===== src/rtl/branch_resolve_if.sv =====
// EX-to-resolve instruction bus plus the redirect handshake back to fetch.
// The DUT uses the slave modport; the EX/fetch side uses master.
interface branch_resolve_if #(parameter int WIDTH = 32);
  logic             ex_valid;
  logic             ex_ready;
  logic             ex_branch;
  logic             ex_jal;
  logic             ex_jalr;
  logic [2:0]       funct3;
  logic             BrUn;
  logic             BrEq;
  logic             BrLT;
  logic [WIDTH-1:0] pc;
  logic [WIDTH-1:0] imm;
  logic [WIDTH-1:0] rs1;
  logic             pred_taken;
  logic             redirect_valid;
  logic [WIDTH-1:0] redirect_pc;
  logic             redirect_ready;
  logic             flush;
  logic             illegal_br;

  modport master (
    output ex_valid, ex_branch, ex_jal, ex_jalr, funct3, BrEq, BrLT,
           pc, imm, rs1, pred_taken, redirect_ready,
    input  ex_ready, BrUn, redirect_valid, redirect_pc, flush, illegal_br
  );

  modport slave (
    input  ex_valid, ex_branch, ex_jal, ex_jalr, funct3, BrEq, BrLT,
           pc, imm, rs1, pred_taken, redirect_ready,
    output ex_ready, BrUn, redirect_valid, redirect_pc, flush, illegal_br
  );
endinterface


===== src/rtl/branch_resolve.sv =====
// Resolves EX-stage branches/jumps; on mispredict raises a registered redirect 1 cycle after accept,
// holds it until redirect_ready, then flushes. Optional counters via BRANCH_RESOLVE_STATS_EN.
module branch_resolve #(
  parameter int WIDTH        = 32,
  parameter int FLUSH_CYCLES = 2
) (
  input  logic               clk,
  input  logic               rst_n,
  branch_resolve_if.slave    bus
`ifdef BRANCH_RESOLVE_STATS_EN
  ,
  output logic [31:0]        br_count,
  output logic [31:0]        mispred_count
`endif
);

  typedef enum logic [1:0] {IDLE, REDIRECT, FLUSH} state_t;

  state_t           state, state_nxt;
  logic [2:0]       cnt;
  logic [WIDTH-1:0] redirect_pc_q;
  logic [WIDTH-1:0] jalr_sum;
  logic [WIDTH-1:0] target;
  logic [WIDTH-1:0] pc_nxt;
  logic             taken;
  logic             accept;
  logic             mispredict;
  logic             illegal;
  logic             illegal_q;

  // Branch condition decode; funct3 010/011 are reserved and never taken.
  always_comb begin
    taken   = 1'b0;
    illegal = 1'b0;
    if (bus.ex_jal || bus.ex_jalr) begin
      taken = 1'b1;
    end else if (bus.ex_branch) begin
      case (bus.funct3)
        3'b000:         taken = bus.BrEq;
        3'b001:         taken = !bus.BrEq;
        3'b100, 3'b110: taken = bus.BrLT;
        3'b101, 3'b111: taken = !bus.BrLT;
        default:        illegal = 1'b1;
      endcase
    end
  end

  always_comb begin
    jalr_sum = bus.rs1 + bus.imm;
    target   = bus.ex_jalr ? {jalr_sum[WIDTH-1:1], 1'b0} : bus.pc + bus.imm;
    pc_nxt   = taken ? target : bus.pc + WIDTH'(4);
  end

  assign mispredict = taken != bus.pred_taken;
  assign accept     = bus.ex_valid && bus.ex_ready;
  assign bus.BrUn   = bus.funct3[1];

  always_ff @(posedge clk or negedge rst_n) begin
    if (!rst_n) state <= IDLE;
    else        state <= state_nxt;
  end

  always_comb begin
    state_nxt = state;
    case (state)
      IDLE:     if (accept && mispredict) state_nxt = REDIRECT;
      REDIRECT: if (bus.redirect_ready)   state_nxt = FLUSH;
      FLUSH:    if (cnt == 3'd0)          state_nxt = IDLE;
      default:  state_nxt = IDLE;
    endcase
  end

  always_comb begin
    bus.ex_ready       = (state == IDLE);
    bus.redirect_valid = (state == REDIRECT);
    bus.flush          = (state == REDIRECT) || (state == FLUSH);
    bus.redirect_pc    = redirect_pc_q;
    bus.illegal_br     = illegal_q;
  end

  // The counter covers only the FLUSH portion; REDIRECT cycles flush on top of it.
  always_ff @(posedge clk or negedge rst_n) begin
    if (!rst_n) begin
      cnt           <= 3'd0;
      redirect_pc_q <= '0;
      illegal_q     <= 1'b0;
    end else begin
      if (state == REDIRECT && bus.redirect_ready)
        cnt <= 3'(FLUSH_CYCLES - 1);
      else if (state == FLUSH && cnt != 3'd0)
        cnt <= cnt - 3'd1;
      if (accept && mispredict)
        redirect_pc_q <= pc_nxt;
      illegal_q <= accept && illegal;
    end
  end

`ifdef BRANCH_RESOLVE_STATS_EN
  always_ff @(posedge clk or negedge rst_n) begin
    if (!rst_n) begin
      br_count      <= 32'd0;
      mispred_count <= 32'd0;
    end else if (accept) begin
      br_count <= br_count + 32'd1;
      if (mispredict) mispred_count <= mispred_count + 32'd1;
    end
  end
`endif

endmodule


===== src/flat_wrapper.sv =====
// flat-port wrapper written by rule: the top's interface ports become plain ports
module branch_resolve_flat 
#(
  parameter int WIDTH        = 32,
  parameter int FLUSH_CYCLES = 2
)
  (clk, rst_n, bus_ex_valid, bus_ex_branch, bus_ex_jal, bus_ex_jalr, bus_funct3, bus_BrEq, bus_BrLT, bus_pc, bus_imm, bus_rs1, bus_pred_taken, bus_redirect_ready, bus_ex_ready, bus_BrUn, bus_redirect_valid, bus_redirect_pc, bus_flush, bus_illegal_br);
  branch_resolve_if #(.WIDTH(WIDTH)) bus_i ();
  input  logic clk;
  input  logic rst_n;
  input wire logic [$bits(bus_i.ex_valid)-1:0] bus_ex_valid;
  input wire logic [$bits(bus_i.ex_branch)-1:0] bus_ex_branch;
  input wire logic [$bits(bus_i.ex_jal)-1:0] bus_ex_jal;
  input wire logic [$bits(bus_i.ex_jalr)-1:0] bus_ex_jalr;
  input wire logic [$bits(bus_i.funct3)-1:0] bus_funct3;
  input wire logic [$bits(bus_i.BrEq)-1:0] bus_BrEq;
  input wire logic [$bits(bus_i.BrLT)-1:0] bus_BrLT;
  input wire logic [$bits(bus_i.pc)-1:0] bus_pc;
  input wire logic [$bits(bus_i.imm)-1:0] bus_imm;
  input wire logic [$bits(bus_i.rs1)-1:0] bus_rs1;
  input wire logic [$bits(bus_i.pred_taken)-1:0] bus_pred_taken;
  input wire logic [$bits(bus_i.redirect_ready)-1:0] bus_redirect_ready;
  output wire logic [$bits(bus_i.ex_ready)-1:0] bus_ex_ready;
  output wire logic [$bits(bus_i.BrUn)-1:0] bus_BrUn;
  output wire logic [$bits(bus_i.redirect_valid)-1:0] bus_redirect_valid;
  output wire logic [$bits(bus_i.redirect_pc)-1:0] bus_redirect_pc;
  output wire logic [$bits(bus_i.flush)-1:0] bus_flush;
  output wire logic [$bits(bus_i.illegal_br)-1:0] bus_illegal_br;
  assign bus_i.ex_valid = bus_ex_valid;
  assign bus_i.ex_branch = bus_ex_branch;
  assign bus_i.ex_jal = bus_ex_jal;
  assign bus_i.ex_jalr = bus_ex_jalr;
  assign bus_i.funct3 = bus_funct3;
  assign bus_i.BrEq = bus_BrEq;
  assign bus_i.BrLT = bus_BrLT;
  assign bus_i.pc = bus_pc;
  assign bus_i.imm = bus_imm;
  assign bus_i.rs1 = bus_rs1;
  assign bus_i.pred_taken = bus_pred_taken;
  assign bus_i.redirect_ready = bus_redirect_ready;
  assign bus_ex_ready = bus_i.ex_ready;
  assign bus_BrUn = bus_i.BrUn;
  assign bus_redirect_valid = bus_i.redirect_valid;
  assign bus_redirect_pc = bus_i.redirect_pc;
  assign bus_flush = bus_i.flush;
  assign bus_illegal_br = bus_i.illegal_br;
  branch_resolve #(.WIDTH(WIDTH), .FLUSH_CYCLES(FLUSH_CYCLES)) u_core (.clk(clk), .rst_n(rst_n), .bus(bus_i));
endmodule

===== config.mk =====
export PLATFORM = sky130hd
export DESIGN_NAME = branch_resolve_flat
export DESIGN_NICKNAME = d
export VERILOG_FILES = /design/src/rtl/branch_resolve_if.sv /design/src/rtl/branch_resolve.sv /design/src/flat_wrapper.sv
export SDC_FILE = /design/constraint.sdc
export NUM_CORES = 1
export LEC_CHECK = 0
export ABC_AREA = 0
export ABC_CLOCK_PERIOD_IN_PS = 4560
export CAP_MARGIN = 10
export CORE_AREA = 2 2 112 103
export CTS_BUF_LIST = sky130_fd_sc_hd__clkbuf_4
export DETAILED_ROUTE_END_ITERATION = 7
export DIE_AREA = 0 0 114 105
export MAX_ROUTING_LAYER = met4
export PLACE_DENSITY = 0.88
export SYNTH_ARGS = -nofsm -noshare
export SYNTH_HDL_FRONTEND = slang
export SYNTH_SLANG_ARGS = --single-unit

===== constraint.sdc =====
create_clock -name clk -period 4.56 [get_ports clk]
set_clock_uncertainty 0.1 [all_clocks]
set_input_delay 0.456 -clock clk [delete_from_list [all_inputs] [get_ports clk]]
set_output_delay 0.456 -clock clk [all_outputs]
set_load 0.01 [all_outputs]

==> qor.txt <==
RUN STATUS
-------------------------------------------------------------------------------
Run status                                                         finished clean

CRITICAL PATH
-------------------------------------------------------------------------------
Max stage delay cell, worst path                                   sky130_fd_sc_hd__clkdlybuf4s50_1
Crit path largest cell delay                                            0.45 ns
Count of buffer and inverter cells on the critical path                       1
Max Fanout on Critical Path                                                   5
Worst R2R Setup Slack                                                   2.35 ns
Reg2Reg Capture Point                                              u_core.bus.redirect_pc[12]$_DFFE_PN0P_
Crit-path leading delay family                                     compound AO/OA/AOI/OAI gates
Number of cell instances on the worst register-to-register path               7
Reg2Reg Launch Point                                               u_core.state[0]$_DFFE_PN0P_
Worst-path cell chain                                              clkdlybuf4s50_1 -> ha_1 -> fa_1 -> a21o_1 -> a21oi_1 -> o21ai_0 -> a41oi_2 -> o21ai_0 -> a211oi_1 -> xnor2_1 -> nor2_1 -> o41ai_1
Startpoint type of the worst setup path                            primary input
CP required                                                             4.73 ns
Setup Crit Path Kind                                               primary input to register
Crit path depth                                                              12
Data arrival time of the worst path                                     3.84 ns
CP most frequent cell                                              sky130_fd_sc_hd__o21ai_0
Crit. End Element                                                      register

GLOBAL ROUTE
-------------------------------------------------------------------------------
First-pass GRT wire length                                             30590 um
Number of global-route vias before repair                                  6109
Combined global-route utilization of all metal layers                    32.39%
Antenna violations before repair                                              0
Overall overflow remaining after global route                                 0
Largest net degree at the start of global routing                            39

CLOCKING
-------------------------------------------------------------------------------
Root buffer selected by CTS                                        sky130_fd_sc_hd__clkbuf_4
CTS clock-pin slew for the worst setup and hold paths                   0.14 ns
Worst-Skew Late Latency                                                 0.37 ns
Number of hold-repair buffers added at the cts stage                          0
Buffer count from post-CTS setup fixing                                       0
Number of buffers created by CTS                                              5
H-Tree Depth                                                                  2
Total clock sinks                                                            38
Number of gates given a new drive strength after cts                          0
Maximum number of buffers from clock root to sink                             2
Clock tree from TritonCTS                                                 built

POWER AND IR DROP
-------------------------------------------------------------------------------
Power density over the cells                                       300.3 mW/mm^2
Peak supply drop                                                      0.1295 mV
Tot Pwr                                                                2.258 mW
P_leak                                                                 3.235 nW

YOSYS
-------------------------------------------------------------------------------
Post-synth cell types                                                        70
YS warnings                                                                   0
Top post-synthesis cells by count                                  87 x sky130_fd_sc_hd__nand2_1, 81 x sky130_fd_sc_hd__a21oi_1, 67 x sky130_fd_sc_hd__ha_1, 67 x sky130_fd_sc_hd__o21ai_0, 52 x sky130_fd_sc_hd__nor2_1
Adder-cell share of the synthesized area                                 14.80%
Cell with the most instances after synthesis                       sky130_fd_sc_hd__nand2_1
Simple-gate share of the synthesized area                                19.81%
Net count after synthesis                                                   970
Post-Syn Area                                                      0.005936 sq mm
Sequential cell area fraction in the yosys report                        16.02%
Cell accounting for the most synthesized area                      sky130_fd_sc_hd__dfrtp_1
Biggest area contributors in the synthesized netlist               sky130_fd_sc_hd__dfrtp_1 16%, sky130_fd_sc_hd__ha_1 14%, sky130_fd_sc_hd__a21oi_1 6.8%, sky130_fd_sc_hd__xnor2_1 5.9%, sky130_fd_sc_hd__o21ai_0 5.6%
Post-synthesis instance total                                               792
Post-synth top area share                                                16.02%
#FFs+latches synth                                                           38
Most common flop cell mapped by yosys                              sky130_fd_sc_hd__dfrtp_1
Dominant combinational cell family by area after synthesis         compound AO/OA/AOI/OAI gates
Post-Synth XOR/XNOR Area                                                 11.51%
Count of flip-flops with a built-in enable after synthesis                    0
Fraction of synthesized area in multiplexers                             1.033%
Mean cell area of the mapped netlist                                7.495 sq um
Async S/R FF share, synth                                                100.0%
Share of the synthesized area in compound gates (AO/OA/AOI/OAI)          32.82%

CELLS AND AREA
-------------------------------------------------------------------------------
Area growth, synth to finish                                             26.67%
Fin util                                                                 70.13%
Ratio of cells with drive above 1 in the final layout                    3.272%
Antenna fix cells                                                             0
Nets@finish                                                                1094
Fill cells                                                                  888
Final cell count without fillers                                           1050

PLACE
-------------------------------------------------------------------------------
Cell total after placement                                                 1042
Worst-case setup slack after placement                                0.5937 ns
Gp weighted congestion                                                   0.9912
Post-DP HPWL                                                           15470 um
Count of input and output buffers                                           145

DIE
-------------------------------------------------------------------------------
Standard-cell row count                                                      36
I/O pin count                                                               146
Die X                                                                    114 um
Die Outline Area                                                   0.01197 sq mm
Die height                                                               105 um
Area of the placeable core                                         0.01072 sq mm
Starting utilization of the core area                                    55.37%

ROUTE
-------------------------------------------------------------------------------
Post-DR vias/cell                                                         6.334
Final routed wirelength across all metal layers                        19260 um
Average wire per standard cell                                         18.34 um
Detailed Routing Iterations Pass 1                                            5
Vias                                                                       6651
Final antenna-violating net count                                             0
Initial detailed-routing violation count                                    701
DRC Markers                                                                   0

TIMING
-------------------------------------------------------------------------------
Total of endpoints with negative setup slack in the final report              0
Final period utilization                                                 80.38%
Worst-Margin Slew                                                     0.9724 ns
Setup repair after global routing missed its margin                          no
Fin worst setup slack                                                 0.8948 ns
Pins Over Slew Limit                                                          0
Fmax                                                                 0.2728 GHz
Worst max-slew margin expressed relative to the limit                    35.17%
Sum of negative setup slack                                                0 ns
Number of hold violations in the final report                                 0
Min cycle time layout                                                  3.665 ns

JOB
-------------------------------------------------------------------------------
Number of max-capacitance violations reported                                 0

MIN PATH
-------------------------------------------------------------------------------
Worst min-delay path category                                      primary input to asynchronous set/reset pin

[stage by stage]
| stage | instance area, sq um | hold slack, ns |
|---|---|---|
| after global placement | 7465 | 0.3595 |
| final | 7518 | 0.1194 |
| after detailed placement | 7465 | 0.3702 |
| after global routing | 7518 | 0.1755 |
| after CTS | 7518 | 0.1335 |
| after floorplan | 5936 | 0.06041 |
[per-layer routing]
layer | track usage, % | share of wire (%) | vias up
met5 | - | 0 | -
met4 | 6.185 | 1.2 | 0
met3 | 5.684 | 11 | 19
met2 | 46.90 | 42 | 371
met1 | 47.38 | 46 | 3069
li1 | - | - | 3192
[worst max-delay path by stage]
stage          startpoint                                endpoint
2_1_floorplan  bus_imm[0]  u_core.bus.redirect_pc[26]$_DFFE_PN0P_
3_3_place_gp   bus_imm[0]  u_core.bus.redirect_pc[24]$_DFFE_PN0P_
3_5_place_dp   bus_imm[0]  u_core.bus.redirect_pc[24]$_DFFE_PN0P_
4_1_cts        bus_imm[0]  u_core.bus.redirect_pc[24]$_DFFE_PN0P_
5_1_grt        bus_imm[0]  u_core.bus.redirect_pc[24]$_DFFE_PN0P_
6_report       bus_imm[0]  u_core.bus.redirect_pc[24]$_DFFE_PN0P_
[logic make-up after synthesis]
group                    after synthesis
AO/OA/AOI/OAI                        296
AND/OR/NAND/NOR                      244
flip-flops                            38
adder cells (fa/ha/maj)               69
buffers and inverters                 61
multiplexers                           6
XOR/XNOR                              78
[state kept, by name, indices dropped and copies added (netlist names)]
signal and flops:
u_core.bus.redirect_pc 32, u_core.cnt 3, u_core.state 2, u_core.bus.illegal_br 1
[report_power, final]
part / internal, mW / switching (mW) / total, mW
clock: 0.0576 / 0.139 / 0.197
sequential: 0.491 / 0.0967 / 0.588
combinational: 0.725 / 0.748 / 1.47
[placed cells by master, fill, tap and decap left out, drive strengths merged, types with 27 or more instances in the layout]
cell / n
clkdlybuf4s50: 143
nand2: 87
a21oi: 81
o21ai: 70
ha: 67
nor2: 52
xnor2: 40
xor2: 38
dfrtp: 38
a21o: 34
nand3: 28
inv: 27
[worst reg2reg max path, delay by kind of cell, from the launching register on]
kind,cells,cell delay [ns]
AOI/OAI and AO/OA,2,0.55
buffers and inverters,2,0.47
DFF,1,0.41
and+or+nand+nor,2,0.38
adders and majority gates,1,0.25
[cell type report]
cell class	count	area, sq um	share of cell area (%)
clock buffers	5	37.54	0.4993
clock inverters	3	16.27	0.2163
inverters	27	101.3	1.348
multi-input cells	693	4760	63.30
flip-flops and latches	38	950.9	12.65
well taps	133	166.4	2.213
repair buffers	151	1486	19.77
Note: power is estimated with default switching activity, not from simulation.
